===== src/rtl/clb_config_loader.sv =====
// Serial configuration loader for the CLB array: hunts for a sync byte, shifts in
// NUM_CLB frames into a shadow register and commits them atomically on good even parity.
module clb_config_loader #(
  parameter int unsigned NUM_CLB    = 1,
  parameter int unsigned FRAME_BITS = 37,
  parameter logic [7:0]  SYNC       = 8'hB5
) (
  input  logic                          K,
  input  logic                          RST,
  input  logic                          DIN,
  input  logic                          DVALID,
  output logic [NUM_CLB*FRAME_BITS-1:0] CFG_OUT,
  output logic                          BUSY,
  output logic                          DONE,
  output logic                          ERR
);

  localparam int unsigned TOTAL_BITS = NUM_CLB * FRAME_BITS;
  localparam int unsigned CNT_W      = $clog2(TOTAL_BITS);
  localparam logic [CNT_W-1:0] LAST_IDX = CNT_W'(TOTAL_BITS - 1);
  localparam logic [FRAME_BITS-1:0] DEFAULT_FRAME = FRAME_BITS'(37'h00_380A_80116);
  localparam logic [TOTAL_BITS-1:0] DEFAULT_CFG   = {NUM_CLB{DEFAULT_FRAME}};

  typedef enum logic [1:0] {
    S_IDLE   = 2'd0,
    S_LOAD   = 2'd1,
    S_PARITY = 2'd2
  } state_e;

  state_e                state_q, state_d;
  logic [7:0]            win_q, win_d;
  logic [CNT_W-1:0]      cnt_q, cnt_d;
  logic                  par_q, par_d;
  logic [TOTAL_BITS-1:0] shadow_q, shadow_d;
  logic [TOTAL_BITS-1:0] cfg_q, cfg_d;
  logic                  busy_q, busy_d;
  logic                  done_q, done_d;
  logic                  err_q, err_d;

  // State and datapath registers
  always_ff @(posedge K or posedge RST) begin
    if (RST) begin
      state_q  <= S_IDLE;
      win_q    <= '0;
      cnt_q    <= '0;
      par_q    <= 1'b0;
      shadow_q <= DEFAULT_CFG;
      cfg_q    <= DEFAULT_CFG;
      busy_q   <= 1'b0;
      done_q   <= 1'b0;
      err_q    <= 1'b0;
    end else begin
      state_q  <= state_d;
      win_q    <= win_d;
      cnt_q    <= cnt_d;
      par_q    <= par_d;
      shadow_q <= shadow_d;
      cfg_q    <= cfg_d;
      busy_q   <= busy_d;
      done_q   <= done_d;
      err_q    <= err_d;
    end
  end

  // Next-state logic; nothing advances on edges without DVALID
  always_comb begin
    state_d  = state_q;
    win_d    = win_q;
    cnt_d    = cnt_q;
    par_d    = par_q;
    shadow_d = shadow_q;
    cfg_d    = cfg_q;
    done_d   = done_q;
    err_d    = err_q;

    if (DVALID) begin
      unique case (state_q)
        S_IDLE: begin
          win_d = {win_q[6:0], DIN};
          if (win_d == SYNC) begin
            state_d = S_LOAD;
            cnt_d   = '0;
            par_d   = 1'b0;
            done_d  = 1'b0;
            err_d   = 1'b0;
          end
        end
        S_LOAD: begin
          shadow_d[cnt_q] = DIN;
          par_d           = par_q ^ DIN;
          if (cnt_q == LAST_IDX) begin
            state_d = S_PARITY;
          end else begin
            cnt_d = cnt_q + CNT_W'(1);
          end
        end
        S_PARITY: begin
          if (DIN == par_q) begin
            cfg_d  = shadow_q;
            done_d = 1'b1;
          end else begin
            err_d  = 1'b1;
          end
          state_d = S_IDLE;
          win_d   = '0;
        end
        default: begin
          state_d = S_IDLE;
          win_d   = '0;
        end
      endcase
    end

    busy_d = (state_d != S_IDLE);
  end

  assign CFG_OUT = cfg_q;
  assign BUSY    = busy_q;
  assign DONE    = done_q;
  assign ERR     = err_q;

endmodule


===== config.mk =====
export PLATFORM = sky130hd
export DESIGN_NAME = clb_config_loader
export DESIGN_NICKNAME = d
export VERILOG_FILES = /design/src/rtl/clb_config_loader.sv
export SDC_FILE = /design/constraint.sdc
export NUM_CORES = 1
export LEC_CHECK = 0
export BUFFER_PORTS_ARGS = -buffer_cell sky130_fd_sc_hd__buf_2
export CORE_MARGIN = 2
export CORE_UTILIZATION = 30
export CTS_BUF_LIST = sky130_fd_sc_hd__clkbuf_16
export CTS_CLUSTER_DIAMETER = 120
export DETAILED_ROUTE_END_ITERATION = 7
export PLACE_DENSITY = 0.44
export SYNTH_ARGS = -nofsm -noshare
export SYNTH_HDL_FRONTEND = slang
export SYNTH_SLANG_ARGS = --single-unit

===== constraint.sdc =====
create_clock -name K -period 4.1 [get_ports K]
set_input_delay 0.82 -clock K [delete_from_list [all_inputs] [get_ports K]]
set_output_delay 0.82 -clock K [all_outputs]
set_load 0.03 [all_outputs]

# After elaboration in Yosys (flattened, before gate mapping)
# Index checks and enable logic that the tools add are counted.
[totals]
register_bits = 93
inputBits = 4
out_inout_bits = 40
word_cells = 52
[classes]
addsub = 1
order_cmp = 2
eq_ne = 9
n_mux = 17
bitwise = 2
reduce_logical = 12
[op_table]
columns = ["operator", "n"]
rows = [
  ["$bwmux W37", 1],
  ["$pmux W7 S2", 1],
  ["$mux W6", 2],
  ["$pmux W6 S2", 1],
  ["$reduce_and A4 Y1", 3],
  ["$eq A8 B8 Y1 const B", 1],
  ["$ne A2 B2 Y1 const B", 4],
  ["$lt A6 B7 Y1 const B", 1],
  ["$add A6 B1 Y6 const B", 1],
  ["$demux W1 S6", 1],
  ["$eq A6 B6 Y1 const B", 1],
  ["$ge A6 B1 Y1 const B", 1],
  ["$mux W2", 3],
  ["$pmux W1 S2", 3],
  ["$reduce_and A3 Y1", 2],
  ["$reduce_bool A2 Y1", 3],
  ["$mux W1", 4],
  ["$pmux W2 S2", 1],
  ["$reduce_and A2 Y1", 2],
  ["$eq A2 B1 Y1 const B", 1],
  ["$eq A2 B2 Y1 const B", 1],
  ["$logic_not A2 Y1", 1],
  ["$eq A1 B1 Y1", 1],
  ["$logic_and A1 B1 Y1", 1],
  ["other kinds (2)", 2],
]

# Logic depth before layout (Yosys ltp)
# Gate-level depths: netlist of run 1.
[logic_depth]
depth_word = 5
ltp_mapped = 7
ltp_nobuf = 5

# Worst setup path after synthesis of run 1
# Ideal clock, no wire load.
[synth_path]
path_type = "input-to-reg"
start = "input port DVALID"
end = "register cfg_q[10] (netlist: CFG_OUT[10])"
arrival_time_ns = 1.963
required_time_ns = 3.975
slack_ns = 2.012
cell_stages = 7
path_buffers = 3
path_cell_list = "buf_2 > and2b_1 > nand2_1 > nor2_1 > buf_4 > buf_4 > mux2_2"
[synth_between]
elab_chain_cells = 1
[synth_lines]
columns = ["item", "line_no", "source"]
rows = [
  ["from (decl)", "11", "input logic DVALID,"],
  ["$reduce_and A3 Y1 (no source line)", "n/a", ""],
  ["to (signal assigned)", "58", "cfg_q <= cfg_d;"],
  ["to (decl)", "35", "logic [TOTAL_BITS-1:0] cfg_q, cfg_d;"],
]
# No other way between the ends.
# A chain may end at the register's enable or synchronous reset.

# Worst setup path after layout of run 1
[layout_path]
start = "register state_q[0]"
end = "register cfg_q[3] (netlist: CFG_OUT[3])"
[layout_between]
elab_chain_cells = 2
[layout_lines]
columns = ["item", "line_no", "source"]
rows = [
  ["from (decl)", "30", "state_e state_q, state_d;"],
  ["from (signal assigned)", "53", "state_q <= state_d;"],
  ["$eq A2 B2 Y1", "77", "unique case (state_q)"],
  ["$reduce_and A3 Y1 (no source line)", "n/a", ""],
]
# No other way between the ends.

==> metrics.txt, run 1 <==
die footprint=14300 sq um; logic gate share of total power=20.5%; RSZ-0062 raised after global routing=false; IO Count=44; crit-path cells=and2b_1 > nand2_1 > nor2_4 > buf_4 > mux2_2; CP max-delay cell=dfrtp_1; Worst Tran Pin Value=0.802 ns; WP depth=5; gr ovfl total=0; sequential share of power=50.7%; share of the clock period used by the worst path=50.0%; Synth async-reset ratio=100%; Site Rows=42; clock skew=0.00512 ns; CP peak stage delay=0.55 ns; CTS resizes=0; H-tree depth=3; Worst setup EP type=flop; CTS buffer count=9; Int Pwr=1.88 mW; Clock power frac=28.8%; critical path's top delay family=flip-flops; starting density of the core=30.6%; Post-DP HPWL=5610 um; share of post-route cells with drive strength above 1=44.8%; post-CTS setup buffers=0; Total Routing Usage GR=12.5%; worst skew pair latency=0.34 ns; clock root buffer=clkbuf_16; count leader, synth=mux2_2; height of the die=120 um; Post-Syn Area per Cell=12.9 sq um; vias in the first global route=2487; initial antenna violation count=0; library cells used by synthesis=43; area post-placement=4410 sq um; Peak VDD IR=197 uV; flops & latches, synth=93; area of the multi-input gates=1570 sq um; FF+latch area=2350 sq um; remaining antenna violation count=0; Post-CTS Hold Buffers=0; Reg clk slew, reported paths=0.06 ns; first-pass GRT wire length=13700 um; CP endpoint=CFG_OUT[3]; Initial DRC Count=82; Fin Setup TNS=0 ns; Synth Instances=311; Worst Path Buf+Inv=1; post-layout min period=2.05 ns; fill cell count=1342; outcome=complete, no violations; Net Sw Frac=30.9%; FMAX=488 MHz; worst r2r dst=CFG_OUT[3]; P&R area growth vs syn=16.7%; IO Port Bufs=43; most area-consuming cells after synthesis=dfrtp_1 (45%), mux2_2 (21%), dfstp_2 (13%), nand2_1 (2.3%), nor2_1 (2.0%); slew margin rel.=46.5%; Post-Route WL=8310 um; clk buf depth=2; Nets=358; Final Max Tran Viols=0; Fin. Hold Viols=0; max_cap viols=0; Synth top area share=45.5%; Worst Path Required=4.32 ns; clock tree from TritonCTS=yes; fin util=35.7%; PwrDens=581 nW/um^2; crit path launch type=flop; DR WL/cell=15.6 um; R2R depth=5; DRC violations left=0; largest net degree at the start of global routing=46; HP Class=reg -> reg; Die Width=120 um; Antenna diodes=0; leakage power=2.23 nW; switching pwr=0.840 mW; drt pass-1 iters=4; dominant synthesized flop cell=dfrtp_1; worst hold path stage count=1; EDFF count, synth=0; area leader, netlist=dfrtp_1; sequential share of the synthesized area=58.5%; vias per std cell=4.64; Post-Syn Area=4020 sq um; WHS=0.499 ns; Yosys Warn Count=0; CP arrival=2.27 ns; design area=4690 sq um; top cells by count, synth=mux2_2 (74), dfrtp_1 (73), nand2_1 (25); syn nets=317; R2R setup slack=2.05 ns; CTS sink cnt=93; core box area=13100 sq um; Max FO, Critical Path=38; final setup violation count=0; Crit. Startpoint=state_q[0]; via count=2475; Final GP Congestion=0.743; critical path class=reg -> reg; reg2reg start=state_q[0]
## cell families after synthesis
group / count (synthesis) / synth area share [%]
and+or+nand+nor: 86 / 11.7
muxes: 76 / 21.2
xor gates and xnor gates: 1 / 0.218
buffers and inverters: 23 / 2.62
adders and majority gates: 2 / 0.623
DFF: 93 / 58.5
AOI/OAI and AO/OA: 30 / 5.05
## through the flow
stage | std cells | power, mW | setup slack [ns]
floorplan | 311 | 1.78 | 0.893
global placement | 517 | 1.96 | 1.71
detailed placement | 517 | 1.97 | 1.70
CTS | 533 | 2.77 | 2.04
global route | 533 | 2.90 | 1.90
finish | 533 | 2.72 | 2.05
## area by class of cell
cell class / instances / area share [%]
clock buffer: 9 / 4.81
clock inverter: 7 / 1.12
inverter: 6 / 0.507
multi-input combinational: 195 / 33.4
sequential: 93 / 50.2
tap: 176 / 4.70
timing repair buffer: 47 / 5.23
## cell usage in the layout (no fill, tap or decap), drive strengths merged, types with 3 or more instances in the layout
master and instances:
mux2 74, dfrtp 73, buf 47, nand2 25, nor2 21, dfstp 20
nand3 9, inv 9, clkbuf 9, a22o 8, o21ai 7, a21oi 6
nor3b 5, nor3 3, nand2b 3, clkinv 3
## power groups by stage
stage                     Clock [mW]  Combinational (mW)  Sequential (mW)
final                          0.785               0.557             1.38
after global routing           0.851               0.625             1.42
after CTS                      0.816               0.569             1.38
after detailed placement           0               0.566             1.40
after global placement             0               0.561             1.40
after floorplan                    0               0.467             1.32
## state kept, by name, summed over array words and instances (netlist names)
name      flops
DONE          1
ERR           1
cnt_q         6
par_q         1
shadow_q     37
state_q       2
CFG_OUT      37
BUSY          1
win_q         7
## layer usage
metal	GRT usage [%]	wire, um	up-vias
met3	2.38	263	11
met2	17.4	3620	53
met4	6.84	190	0
met5	0	0	-
li1	-	-	1181
met1	18.3	4230	1230
## worst min-delay path by stage
| stage | start | end |
|---|---|---|
| 6_report | CFG_OUT[15] | CFG_OUT[15] |
| 3_5_place_dp | shadow_q[12] | CFG_OUT[12] |
| 5_1_grt | CFG_OUT[30] | CFG_OUT[30] |
| 2_1_floorplan | shadow_q[0] | CFG_OUT[0] |
| 4_1_cts | shadow_q[35] | CFG_OUT[35] |
| 3_3_place_gp | CFG_OUT[9] | CFG_OUT[9] |
No activity file was read; power rests on OpenSTA's default activity.
==> run 2: changes to the inputs <==
--- a/config.mk
+++ b/config.mk
@@ -11,7 +11,7 @@
 export CTS_BUF_LIST = sky130_fd_sc_hd__clkbuf_16
 export CTS_CLUSTER_DIAMETER = 120
 export DETAILED_ROUTE_END_ITERATION = 7
-export PLACE_DENSITY = 0.44
+export PLACE_DENSITY = 0.46
 export SYNTH_ARGS = -nofsm -noshare
 export SYNTH_HDL_FRONTEND = slang
 export SYNTH_SLANG_ARGS = --single-unit
==> constraint.sdc (replaced) <==
create_clock -name K -period 1.65 [get_ports K]
set_input_delay 0.33 -clock K [delete_from_list [all_inputs] [get_ports K]]
set_output_delay 0.33 -clock K [all_outputs]
set_load 0.03 [all_outputs]
==> run 2 against run 1 <==
- cell area grew 7.0%
- sequential cell count stayed put
- die area is the same
- count of clock-buffer cells in the layout is the same
- power rose to 2.7 times the previous value
- critical path type unchanged
- clock power rose to 2.7 times the previous value
- critical path depth is the same
- via count up 4.7%
- non-clock buffer count up 28
- wire length grew 1.7%
- final cell count is 5.3% higher
==> metrics.txt, run 2 (same netlist as run 1, synthesis figures left out) <==
largest net degree at the start of global routing=94 (+100%); starting density of the core=30.6% (unchanged); Worst Path Buf+Inv=1 (unchanged); Site Rows=42 (unchanged); WHS=0.130 ns (-0.369 ns); clock tree from TritonCTS=yes; P&R area growth vs syn=24.8%; DRC violations left=0 (unchanged); initial antenna violation count=0 (unchanged); Placed Cells=545 (+5.4%); Int Pwr=5.00 mW (+170%); slew margin rel.=65.9% (+19 points); commonest cells after routing, fill and taps aside=mux2_2 (73), dfrtp_1 (70), buf_2 (43); switching pwr=2.26 mW (+170%); remaining antenna violation count=0 (unchanged); CP peak stage delay=0.46 ns (-0.09 ns); die footprint=14300 sq um (unchanged); design area=5010 sq um (+7.0%); commonest non-fill, non-tap cell in the layout=mux2_2; core box area=13100 sq um (unchanged); sequential share of power=45.1% (-5.6 points); critical path's top delay family=flip-flops; Initial DRC Count=123 (+50%); CP max-delay cell=dfrtp_2; crit-path cells=and2b_1 > nand2_2 > nor2_4 > buf_12 > mux2_2; Fin. Hold Viols=0 (unchanged); share of the clock period used by the worst path=97.0% (+47 points); Final GP Congestion=0.787 (+5.9%); HP Class=in -> async; clock skew=0.00486 ns (-0.000254 ns); clock root buffer=clkbuf_16; Fin Setup TNS=0 ns (unchanged); PwrDens=1450 nW/um^2 (+150%); Peak VDD IR=530 uV (+170%); Final Max Tran Viols=0 (unchanged); IO Port Bufs=43 (unchanged); IO Count=44 (unchanged); FMAX=625 MHz (+28%); CTS buffer count=9 (unchanged); area post-placement=4660 sq um (+5.7%); Post-DP HPWL=5810 um (+3.5%); Antenna diodes=0 (unchanged); Final WS setup=0.0502 ns (-2.00 ns); Worst setup EP type=flop; gr ovfl total=0 (unchanged); CTS sink cnt=93 (unchanged); Max FO, Critical Path=22 (-42%); Post-CTS Hold Buffers=0 (unchanged); final setup violation count=0 (unchanged); max_cap viols=0 (unchanged); DR WL/cell=15.1 um (-3.3%); RSZ-0062 raised after global routing=true; vias per std cell=4.62 (-0.50%); pre-CTS WS=-0.0873 ns (-1.78 ns); worst skew pair latency=0.34 ns (about the same); crit path launch type=flop; first-pass GRT wire length=14400 um (+5.1%); leakage power=2.38 nW (+6.6%); Total Routing Usage GR=13.0% (+0.45 points); fin util=38.2% (+2.5 points); Net Sw Frac=31.1% (+0.26 points); share of post-route cells with drive strength above 1=53.2% (+8.4 points); drt pass-1 iters=4 (unchanged); logic gate share of total power=26.2% (+5.7 points); H-tree depth=3 (unchanged); Clock power frac=28.8% (about the same); via count=2592 (+4.7%); vias in the first global route=2695 (+8.4%); total power=7.27 mW (+170%); CP arrival=1.83 ns (-0.44 ns); Nets=386 (+7.8%); Worst Path Required=1.88 ns (-2.44 ns); height of the die=120 um (unchanged); Post-Route WL=8450 um (+1.7%); outcome=complete, no violations; critical path class=reg -> reg; post-layout min period=1.60 ns (-0.449 ns); Worst Tran Pin Value=0.511 ns (-0.290 ns); clk buf depth=2 (unchanged); Die Width=120 um (unchanged); Final Non-Filler Cells=561 (+5.3%); Reg clk slew, reported paths=0.07 ns (about the same)
-- run 2: worst min-delay path: cells and delay by family --
family / cells / cell delay [ns]
buffers and inverters: 3 / 0.55
-- run 2: worst paths after layout --
check	start	end	slack (ns)	cells after the start
setup / recovery	state_q[0]	CFG_OUT[27]	0.05	5
hold / removal	RST	CFG_OUT[36]	0.13	3
setup reg to reg	state_q[0]	CFG_OUT[27]	0.05	5
hold reg to reg	DONE	DONE	0.49	1
max in group asynchronous	RST	cnt_q[3]	1.10	3
min in group K	DVALID	win_q[6]	0.40	3
-- run 2: metal layers --
layer  vias up  part of all wire, %  global-route usage, %
met4         0                  1.4                   4.41
met3         9                  3.6                   3.09
met2        43                   45                   19.3
met1      1302                   50                   18.6
met5         -                    0                      0
li1       1238                    -                      -
-- run 2: power by group through the flow --
stage / registers [mW] / clock network (mW) / logic [mW]
6_report: 3.27 / 2.09 / 1.90
5_1_grt: 3.36 / 2.26 / 2.12
4_1_cts: 3.28 / 2.15 / 1.90
3_5_place_dp: 3.31 / 0 / 1.85
3_3_place_gp: 3.30 / 0 / 1.84
2_1_floorplan: 3.27 / 0 / 1.16
-- run 2: layout make-up --
cell class | count | area, sq um
Fill cell | 1311 | 8120
Sequential cell | 93 | 2360
Multi-Input combinational cell | 195 | 1620
Timing Repair Buffer | 75 | 493
Clock buffer | 9 | 225
Tap cell | 176 | 220
Clock inverter | 7 | 75.1
Inverter | 6 | 26.3
-- run 2: repair_timing --
item                       CTS  global route
resized for setup            5             9
setup buffers                0             0
cloned                       0             0
setup endpoints to repair    9            27
pin swaps                    0             0
==> run 3: changes to the inputs <==
--- a/config.mk
+++ b/config.mk
@@ -7,11 +7,11 @@
 export LEC_CHECK = 0
 export BUFFER_PORTS_ARGS = -buffer_cell sky130_fd_sc_hd__buf_2
 export CORE_MARGIN = 2
-export CORE_UTILIZATION = 30
+export CORE_UTILIZATION = 45
 export CTS_BUF_LIST = sky130_fd_sc_hd__clkbuf_16
 export CTS_CLUSTER_DIAMETER = 120
 export DETAILED_ROUTE_END_ITERATION = 7
-export PLACE_DENSITY = 0.46
+export PLACE_DENSITY = 0.64
 export SYNTH_ARGS = -nofsm -noshare
 export SYNTH_HDL_FRONTEND = slang
 export SYNTH_SLANG_ARGS = --single-unit
==> constraint.sdc (replaced) <==
create_clock -name K -period 1.29 [get_ports K]
set_input_delay 0.258 -clock K [delete_from_list [all_inputs] [get_ports K]]
set_output_delay 0.258 -clock K [all_outputs]
set_load 0.03 [all_outputs]
==> run 3 against run 2 <==
- the run now ends with negative hold slack, negative setup slack left
- critical path depth increased by 1
- sequential cell count unchanged
- final cell count down 5.0%
- worst hold slack worse by 0.13 ns
- sequential share of layout area is 6.9 points lower
- core utilization up 29 points
- register-to-register slack lost 0.38 ns
- clock skew rose by 0.0071 ns
- die area decreased by 32%
- count of clock-buffer cells in the layout up 1
- non-clock buffer count is 40 higher
- critical path type unchanged
- largest cell class unchanged
- largest power group unchanged
==> metrics.txt, run 3 (same netlist as run 1, synthesis figures left out) <==
worst r2r dst=shadow_q[36]; Antenna diodes=0 (unchanged); IO Port Bufs=43 (unchanged); leakage power=2.73 nW (+15%); drt pass-1 iters=4 (unchanged); max_cap viols=0 (unchanged); largest net degree at the start of global routing=73 (-22%); initial antenna violation count=0 (unchanged); R2R setup slack=-0.33 ns (-0.38 ns); Nets=426 (+10%); post-layout min period=1.62 ns (+0.0204 ns); share of the clock period used by the worst path=126% (+29 points); Worst Path Buf+Inv=2 (+1); P&R area growth vs syn=46.2%; die footprint=9700 sq um (-32%); CP peak stage delay=0.38 ns (-0.08 ns); Final WS setup=-0.330 ns (-0.380 ns); clk buf depth=2 (unchanged); first-pass GRT wire length=14000 um (-2.9%); commonest cells after routing, fill and taps aside=dfrtp_1 (71), mux2_4 (55), buf_4 (52); vias in the first global route=2769 (+2.7%); Max FO, Critical Path=5 (-77%); height of the die=98.5 um (-18%); gr ovfl total=0 (unchanged); failing checks=negative hold slack, negative setup slack; Worst Path Required=1.51 ns (-0.37 ns); total power=10.8 mW (+48%); H-tree depth=3 (unchanged); Initial DRC Count=90 (-27%); Net Sw Frac=31.7% (+0.60 points); reg2reg start=cnt_q[0]; remaining antenna violation count=0 (unchanged); Total Routing Usage GR=18.6% (+5.6 points); crit path launch type=flop; critical path class=reg -> reg; WHS=-0.00145 ns (-0.132 ns); Clock power frac=25.2% (-3.6 points); CP max-delay cell=dfrtp_1; CTS buffer count=9 (unchanged); CP arrival=1.84 ns (about the same); design area=5870 sq um (+17%); Worst setup EP type=flop; FMAX=617 MHz (-1.3%); sequential share of power=38.8% (-6.3 points); IO Count=44 (unchanged); critical path's top delay family=simple AND/OR/NAND/NOR gates; vias per std cell=5.24 (+13%); Site Rows=34 (-19%); commonest non-fill, non-tap cell in the layout=dfrtp_1; DRC violations left=0 (unchanged); share of post-route cells with drive strength above 1=69.2% (+16 points); crit-path cells=nand4bb_1 > buf_4 > nor3b_2 > buf_4 > nand2_1 > mux2_2; R2R depth=6 (+1); HP Class=in -> async; Final GP Congestion=0.841 (+6.8%); Post-CTS Hold Buffers=0 (unchanged); Crit path top cell by count=buf_4; Post-Route WL=9310 um (+10%); PwrDens=1830 nW/um^2 (+27%); worst skew pair latency=0.34 ns (about the same); Int Pwr=7.35 mW (+47%); via count=2791 (+7.7%); DR WL/cell=17.5 um (+16%); CTS sink cnt=93 (unchanged); Final Max Tran Viols=0 (unchanged); Worst Tran Pin Value=0.398 ns (-0.113 ns); switching pwr=3.42 mW (+51%); clock skew=0.0120 ns (+0.00713 ns); Die Width=98.5 um (-18%); slew margin rel.=73.5% (+7.5 points); Reg clk slew, reported paths=0.06 ns (about the same); area post-placement=4820 sq um (+3.5%); core box area=8680 sq um (-34%); outcome=finished with violations; clock root buffer=clkbuf_16; final setup violation count=83 (+83); Fin. Hold Viols=4 (+4); clock tree from TritonCTS=yes; logic gate share of total power=35.9% (+9.7 points); Post-DP HPWL=5460 um (-5.9%); starting density of the core=46.3% (+16 points); Peak VDD IR=933 uV (+76%); RSZ-0062 raised after global routing=true
## run 3: changes by cell type in the layout (fill, tap and decap cells not counted), sizes merged
cell    change
buf        +38
clkbuf      +3
clkinv      -2
inv         +1
## run 3: how the worst max path moves through the flow
stage                          start      endpoint  cells past startpoint
after floorplan           state_q[0]   CFG_OUT[10]                      6
after global placement        DVALID  shadow_q[17]                      5
after detailed placement  state_q[1]  shadow_q[17]                      4
after CTS                 state_q[1]  shadow_q[27]                      4
after global routing      state_q[1]  shadow_q[36]                      6
final                       cnt_q[0]  shadow_q[36]                      6
## run 3: through the flow
step	cells	worst slack (ns)	util (%)	hold WS [ns]	TNS, ns
after detailed placement	495	-0.312	55.6	0.362	-16.21
after global routing	533	-0.393	67.7	0.0250	-24.11
final	533	-0.330	67.7	-0.00145	-18.63
after floorplan	311	-0.292	-	0.474	-18.46
after global placement	495	-0.284	55.6	0.362	-14.46
after CTS	522	-0.254	63.2	0.00570	-16.74
## run 3: layout make-up
| cell class | count | area, sq um |
|---|---|---|
| clock buffers | 10 | 250 |
| clock inverters | 6 | 60.1 |
| fillers | 600 | 2810 |
| inverters | 6 | 26.3 |
| multi-input cells | 195 | 2090 |
| flip-flops and latches | 93 | 2350 |
| well taps | 108 | 135 |
| repair buffers | 115 | 951 |
## run 3: timing repair
action	CTS	global route
buffers inserted	10	12
cloned	1	2
gates resized for setup	75	77
endpoints found under the setup margin	93	96
pin swaps	19	18
## run 3: per-layer routing
layer / GRT usage (%) / vias to the layer above / share of wire [%]
met5: 0 / - / 0
met4: 5.69 / 0 / 0.84
met3: 5.04 / 7 / 2.9
met2: 30.9 / 39 / 51
li1: - / 1318 / -
met1: 24.0 / 1427 / 45
## run 3: power groups by stage
stage                     sequential (mW)  clock, mW  combinational (mW)
after floorplan                      4.20          0                1.75
after global placement               4.15          0                2.95
after detailed placement             4.17          0                3.00
after CTS                            4.15       2.75                3.45
after global routing                 4.26       2.89                4.13
final                                4.18       2.72                3.87
## run 3: worst register-to-register path, delay by kind of cell, from the launching register on
family	cells	cell delay [ns]
muxes	1	0.28
DFF	1	0.38
and+or+nand+nor	3	0.49
buffers and inverters	2	0.37
